==> config.mk <==
export PLATFORM = sky130hd
export DESIGN_NAME = sequencer_scheduler
export DESIGN_NICKNAME = d
export VERILOG_FILES = /design/src/rtl/sequencer_scheduler_pkg.sv /design/src/rtl/sequencer_scheduler_arbiter.sv /design/src/rtl/sequencer_scheduler.sv
export SDC_FILE = /design/constraint.sdc
export NUM_CORES = 1
export LEC_CHECK = 0
export ABC_AREA = 1
export BUFFER_PORTS_ARGS = -buffer_cell sky130_fd_sc_hd__buf_2
export CAP_MARGIN = 10
export CORE_ASPECT_RATIO = 1.4
export CORE_MARGIN = 10
export CORE_UTILIZATION = 30
export CTS_CLUSTER_SIZE = 14
export DETAILED_ROUTE_END_ITERATION = 8
export GPL_TIMING_DRIVEN = 1
export PLACE_DENSITY_LB_ADDON = 0.12
export RECOVER_POWER = 50
export SLEW_MARGIN = 20
export SYNTH_ARGS = -nofsm -noshare
export SYNTH_HDL_FRONTEND = slang
export SYNTH_HIERARCHICAL = 1
export SYNTH_SLANG_ARGS = --single-unit
==> constraint.sdc <==
create_clock -name CLK -period 4.17 [get_ports CLK]
set_clock_uncertainty 0.15 [all_clocks]
set_input_delay 0.834 -clock CLK [delete_from_list [all_inputs] [get_ports CLK]]
set_output_delay 0.834 -clock CLK [all_outputs]
set_load 0.01 [all_outputs]
==> src/rtl/sequencer_scheduler_pkg.sv <==
// Shared definitions for the sequencer scheduler: FSM encoding and the
// half-period clamp applied when a burst is granted.
package sequencer_scheduler_pkg;

    typedef enum logic [2:0] {
        ST_IDLE   = 3'd0,
        ST_LOAD   = 3'd1,
        ST_SETTLE = 3'd2,
        ST_HIGH   = 3'd3,
        ST_LOW    = 3'd4
    } state_t;

    localparam int MIN_HALF_PERIOD = 4;

    // Shorter phases do not give the sequencer enough time to register a trigger edge.
    function automatic logic [31:0] clamp_half_period(input logic [31:0] hp);
        return (hp < 32'(MIN_HALF_PERIOD)) ? 32'(MIN_HALF_PERIOD) : hp;
    endfunction

endpackage

==> src/rtl/sequencer_scheduler_arbiter.sv <==
// Combinational round-robin pick: first set request searching upward from
// the slot after LAST, wrapping around.
module sequencer_scheduler_arbiter #(
    parameter int NUM_REQ = 2
) (
    input  logic [NUM_REQ-1:0]         REQ,
    input  logic [$clog2(NUM_REQ)-1:0] LAST,
    output logic [$clog2(NUM_REQ)-1:0] WINNER,
    output logic                       ANY
);
    localparam int IW = $clog2(NUM_REQ);

    logic [IW-1:0] w_idx;

    always_comb begin
        WINNER = '0;
        ANY    = 1'b0;
        w_idx  = '0;
        for (int i = 1; i <= NUM_REQ; i++) begin
            w_idx = IW'((int'(LAST) + i) % NUM_REQ);
            if (!ANY && REQ[w_idx]) begin
                ANY    = 1'b1;
                WINNER = w_idx;
            end
        end
    end

endmodule

==> src/rtl/sequencer_scheduler.sv <==
// Grants one requester at a time to the shared serializing sequencer, loads its
// vector with a one-cycle valid and then plays out NUM_INPUTS trigger pulses.
//
//   state     | meaning
//   ----------+------------------------------------------------------------
//   ST_IDLE   | waiting for a request; arbitrates and captures the winner
//   ST_LOAD   | one cycle: REQ_READY / SEQ_VALID_OUT to the granted slot
//   ST_SETTLE | hp cycles trigger low so the sequencer leaves its idle state
//   ST_HIGH   | hp cycles trigger high
//   ST_LOW    | hp cycles trigger low; counts the pulse, loops or finishes
module sequencer_scheduler
    import sequencer_scheduler_pkg::*;
#(
    parameter int NUM_REQ    = 2,
    parameter int NUM_INPUTS = 4,
    parameter int WIDTH      = 8,
    parameter int HP_W       = 8
) (
    input  logic                                CLK,
    input  logic                                RST,
    input  logic [NUM_REQ*NUM_INPUTS*WIDTH-1:0] REQ_VALUES,
    input  logic [NUM_REQ-1:0]                  REQ_VALID,
    output logic [NUM_REQ-1:0]                  REQ_READY,
    input  logic [HP_W-1:0]                     HALF_PERIOD,
    output logic [NUM_INPUTS*WIDTH-1:0]         SEQ_VALUES_OUT,
    output logic                                SEQ_VALID_OUT,
    output logic                                SEQ_TRIGGER,
    output logic [$clog2(NUM_REQ)-1:0]          GRANT_ID,
    output logic                                BUSY,
    output logic                                DONE
);
    localparam int IW = $clog2(NUM_REQ);
    localparam int VW = NUM_INPUTS * WIDTH;
    localparam int PW = $clog2(NUM_INPUTS + 1);
    localparam logic [PW-1:0] LAST_PULSE = PW'(NUM_INPUTS - 1);

    state_t          r_state, w_next;
    logic [IW-1:0]   r_last, r_grant, w_winner;
    logic            w_any;
    logic [VW-1:0]   r_vec;
    logic [HP_W-1:0] r_hp, r_phase;
    logic [PW-1:0]   r_pulses;
    logic            r_trig, r_done;
    logic            w_phase_end;
    logic [NUM_REQ-1:0] w_ready;

    sequencer_scheduler_arbiter #(
        .NUM_REQ (NUM_REQ)
    ) u_arbiter (
        .REQ    (REQ_VALID),
        .LAST   (r_last),
        .WINNER (w_winner),
        .ANY    (w_any)
    );

    assign w_phase_end = (r_phase == '0);

    always_comb begin
        w_next = r_state;
        case (r_state)
            ST_IDLE:   if (w_any) w_next = ST_LOAD;
            ST_LOAD:   w_next = ST_SETTLE;
            ST_SETTLE: if (w_phase_end) w_next = ST_HIGH;
            ST_HIGH:   if (w_phase_end) w_next = ST_LOW;
            ST_LOW: begin
                if (w_phase_end) begin
                    w_next = (r_pulses == LAST_PULSE) ? ST_IDLE : ST_HIGH;
                end
            end
            default:   w_next = ST_IDLE;
        endcase
    end

    always_ff @(posedge CLK) begin
        if (RST) begin
            r_state  <= ST_IDLE;
            r_last   <= IW'(NUM_REQ - 1);
            r_grant  <= '0;
            r_vec    <= '0;
            r_hp     <= '0;
            r_phase  <= '0;
            r_pulses <= '0;
            r_trig   <= 1'b0;
            r_done   <= 1'b0;
        end else begin
            r_state <= w_next;
            r_trig  <= (w_next == ST_HIGH);
            r_done  <= (r_state == ST_LOW) && (w_next == ST_IDLE);

            if (r_state == ST_IDLE && w_any) begin
                r_vec   <= REQ_VALUES[int'(w_winner)*VW +: VW];
                r_hp    <= HP_W'(clamp_half_period(32'(HALF_PERIOD)));
                r_grant <= w_winner;
                r_last  <= w_winner;
            end

            // Every phase change restarts the down-counter from the latched half-period.
            if (w_next != r_state) begin
                r_phase <= r_hp - HP_W'(1);
            end else if (!w_phase_end) begin
                r_phase <= r_phase - HP_W'(1);
            end

            if (r_state == ST_LOAD) begin
                r_pulses <= '0;
            end else if (r_state == ST_LOW && w_phase_end) begin
                r_pulses <= r_pulses + PW'(1);
            end
        end
    end

    always_comb begin
        w_ready = '0;
        if (r_state == ST_LOAD) w_ready[r_grant] = 1'b1;
    end

    assign REQ_READY      = w_ready;
    assign SEQ_VALID_OUT  = (r_state == ST_LOAD);
    assign SEQ_VALUES_OUT = r_vec;
    assign SEQ_TRIGGER    = r_trig;
    assign GRANT_ID       = r_grant;
    assign BUSY           = (r_state != ST_IDLE);
    assign DONE           = r_done;

endmodule

==> results.sh <==
export IMPL_met2_length_um=3900
export IMPL_clkTransAtPathRegs_ps=50
export IMPL_period_needed_ps=3130
export IMPL_dpl_hpwl_um=6400
export IMPL_cts_tree="yes"
export IMPL_fin_cells=573
export IMPL_drtPass1Iterations=4
export IMPL_cts_sinks=58
export IMPL_clockBufferDepth=2
export IMPL_drtAntennaViolNets=0
export IMPL_io_pin_count=115
export IMPL_cp_required_ps=4270
export IMPL_ys_seq_area_frac=0.419
export IMPL_endpoint_kind="flop"
export IMPL_post_cts_buffers=0
export IMPL_routed_wl_um=8130
export IMPL_met3WireLength_um=566
export IMPL_worstSetupEndpoint="r_phase[2]"
export IMPL_syn_nets=431
export IMPL_ff2ff_path_depth=15
export IMPL_postSynthCellCount=352
export IMPL_crit_path_start_kind="primary input"
export IMPL_area_growth_pct=31.9
export IMPL_synth_seq_cells=58
export IMPL_synth_edf_count=0
export IMPL_top_layer_used="met4"
export IMPL_dp_cells=558
export IMPL_yosys_warnings=6
export IMPL_hold_viol_final=0
export IMPL_cp_max_fo=16
export IMPL_via_count=2710
export IMPL_cts_resized=0
export IMPL_period_share=0.751
export IMPL_die_h_um=134
export IMPL_drv_cap=0
export IMPL_port_buffers=114
export IMPL_drv_slew=0
export IMPL_crit_top_cell="nor2_1"
export IMPL_antenna_found_initial=0
export IMPL_p_total_mw=2.62
export IMPL_start_util=0.307
export IMPL_synth_distinct_cells=30
export IMPL_grt_ovfl_total=0
export IMPL_routedWlPerCell_um=14.2
export IMPL_post_place_ws_ps=987
export IMPL_fillers=943
export IMPL_cts_made_buffers=9
export IMPL_num_nets_final=541
export IMPL_slowest_stage="nand3_1"
export IMPL_route_detailed_drc=0
export IMPL_syn_area_per_cell_um2=7.88
export IMPL_final_util=0.405
export IMPL_setup_ws_ps=1040
export IMPL_synth_area_um2=2770
export IMPL_run_status="complete, no violations"
export IMPL_r2r_slack_ps=1220
export IMPL_max_stage_delay_ps=380
export IMPL_cts_root_buf="clkbuf_16"
export IMPL_worstPathArrival_ps=3230
export IMPL_crit_chain="buf_2, or2_1, nand3_1, clkinv_1, nor2_1, nand2_1, nand2_4, a21oi_1, nor2_1, inv_1, ha_1, or2_2, a31oi_1"
export IMPL_fin_setup_tns_ps=0
export IMPL_ys_async_sr_fraction=0
export IMPL_hold_path_class="reg -> reg"
export IMPL_powerDensity_nw_per_um2=716
export IMPL_grt_pass1_wl_um=13200
export IMPL_p_leak_nw=1.67
export IMPL_rr_startpoint="r_phase[7]"
export IMPL_clk_latency_ps=330
export IMPL_rsz0062_at_grt="false"
export IMPL_met1_length_um=3450
export IMPL_cts_hold_buf=0
export IMPL_gp_congestion=0.885
export IMPL_grt_max_degree=69
export IMPL_clock_fmax_mhz=320
export IMPL_n_antenna_cell=0
export IMPL_grt_pass1_vias=2797
export IMPL_ys_flop_type="dfxtp_1"
export IMPL_row_count=41
export IMPL_fin_area_um2=3660
export IMPL_core_um2=9030
export IMPL_criticalPathCategory="in -> reg"
export IMPL_drive_gt1_frac=0.247
export IMPL_regToRegEndpoint="r_phase[2]"
export IMPL_die_w_um=101
export IMPL_ir_drop_mv=0.291
export IMPL_die_area_um2=13500
export IMPL_timing_hold_ws_ps=319
export IMPL_placed_cell_area_um2=3440
export IMPL_grt_total_usage=0.121
export IMPL_htree_levels=3
export IMPL_finalSetupViolCount=0
export IMPL_crit_path_start="REQ_VALID[0]"
export IMPL_vias_per_cell=4.73
export IMPL_worst_slew_pin_slew_ps=730
export IMPL_initialDrtViolationCount=68
export IMPL_slew_headroom=0.513
## synthesized netlist by cell type, types with 3 or more instances
library cell / number / area share
a21oi_1: 47 / 0.085
clkbuf_1: 15 / 0.020
dfxtp_1: 58 / 0.42
ha_1: 3 / 0.014
inv_1: 25 / 0.034
inv_2: 5 / 0.0068
mux2i_1: 32 / 0.12
nand2_1: 46 / 0.062
nand2_2: 6 / 0.014
nand3_1: 15 / 0.027
nand3b_1: 3 / 0.0081
nor2_1: 24 / 0.032
nor2_2: 3 / 0.0068
nor2_4: 3 / 0.012
o21ai_0: 46 / 0.083
## report_power, final
part	leakage, nW	switching [mW]	internal, mW	total [mW]
sequential	0.480	0.0836	0.716	0.800
clock	0.147	0.242	0.460	0.702
combinational	1.04	0.735	0.382	1.12
## final cells by class
type / instances / area [um2] / share of cell area
multi-input combinational: 246 / 1410 / 0.386
inverter: 30 / 113 / 0.0308
timing repair buffer: 117 / 547 / 0.149
sequential: 58 / 1160 / 0.317
clock buffer: 13 / 280 / 0.0766
tap: 107 / 134 / 0.0366
clock inverter: 2 / 10.0 / 0.00274
## per-layer routing
metal | track usage | vias up
li1 | - | 1403
met1 | 0.135 | 1208
met2 | 0.191 | 81
met3 | 0.0550 | 18
met4 | 0.0551 | 0
met5 | 0 | -
## state kept, by name (all words and copies together) (netlist names)
name	flops
r_pulses	3
SEQ_TRIGGER	1
r_hp	8
GRANT_ID	1
r_last	1
r_state	3
DONE	1
SEQ_VALUES_OUT	32
r_phase	8
## how the worst min path moves through the flow
stage	start	end	cells after the start
detailed placement	r_pulses[0]	r_pulses[0]	2
floorplan	r_hp[6]	r_hp[6]	2
global placement	r_pulses[0]	r_pulses[0]	2
global route	r_pulses[0]	r_pulses[0]	2
CTS	r_pulses[0]	r_pulses[0]	2
finish	r_pulses[0]	r_pulses[0]	2
## cells by family after synthesis
| logic type | Yosys count | synth area share |
|---|---|---|
| AOI/OAI and AO/OA | 101 | 0.193 |
| and+or+nand+nor | 109 | 0.189 |
| DFF | 58 | 0.419 |
| xor gates and xnor gates | 1 | 0.00316 |
| buffers and inverters | 48 | 0.0677 |
| muxes | 32 | 0.115 |
| adders and majority gates | 3 | 0.0135 |
## cell usage in the layout (no fill, tap or decap), types with 2 or more instances in the layout
cell	n
ha_1	3
clkbuf_8	4
nand2_4	2
a21oi_1	46
nor2_1	25
o21ai_0	46
nor4_1	2
nor2_2	3
nor2_4	2
inv_1	25
nand2_1	48
inv_2	4
buf_2	77
buf_4	3
a31oi_1	2
nand3b_1	3
clkbuf_16	9
dfxtp_1	58
nand2_2	4
clkbuf_1	37
a21oi_4	2
o21ai_2	2
clkinv_2	2
mux2i_1	32
nand3_1	17
## critical path: cells and delay by family
kind | cells | cell delay (ps)
adder cells (fa/ha/maj) | 1 | 240
AND/OR/NAND/NOR | 7 | 1610
buffers and inverters | 3 | 370
AO/OA/AOI/OAI | 2 | 200
(Power assumes the default switching activity.)
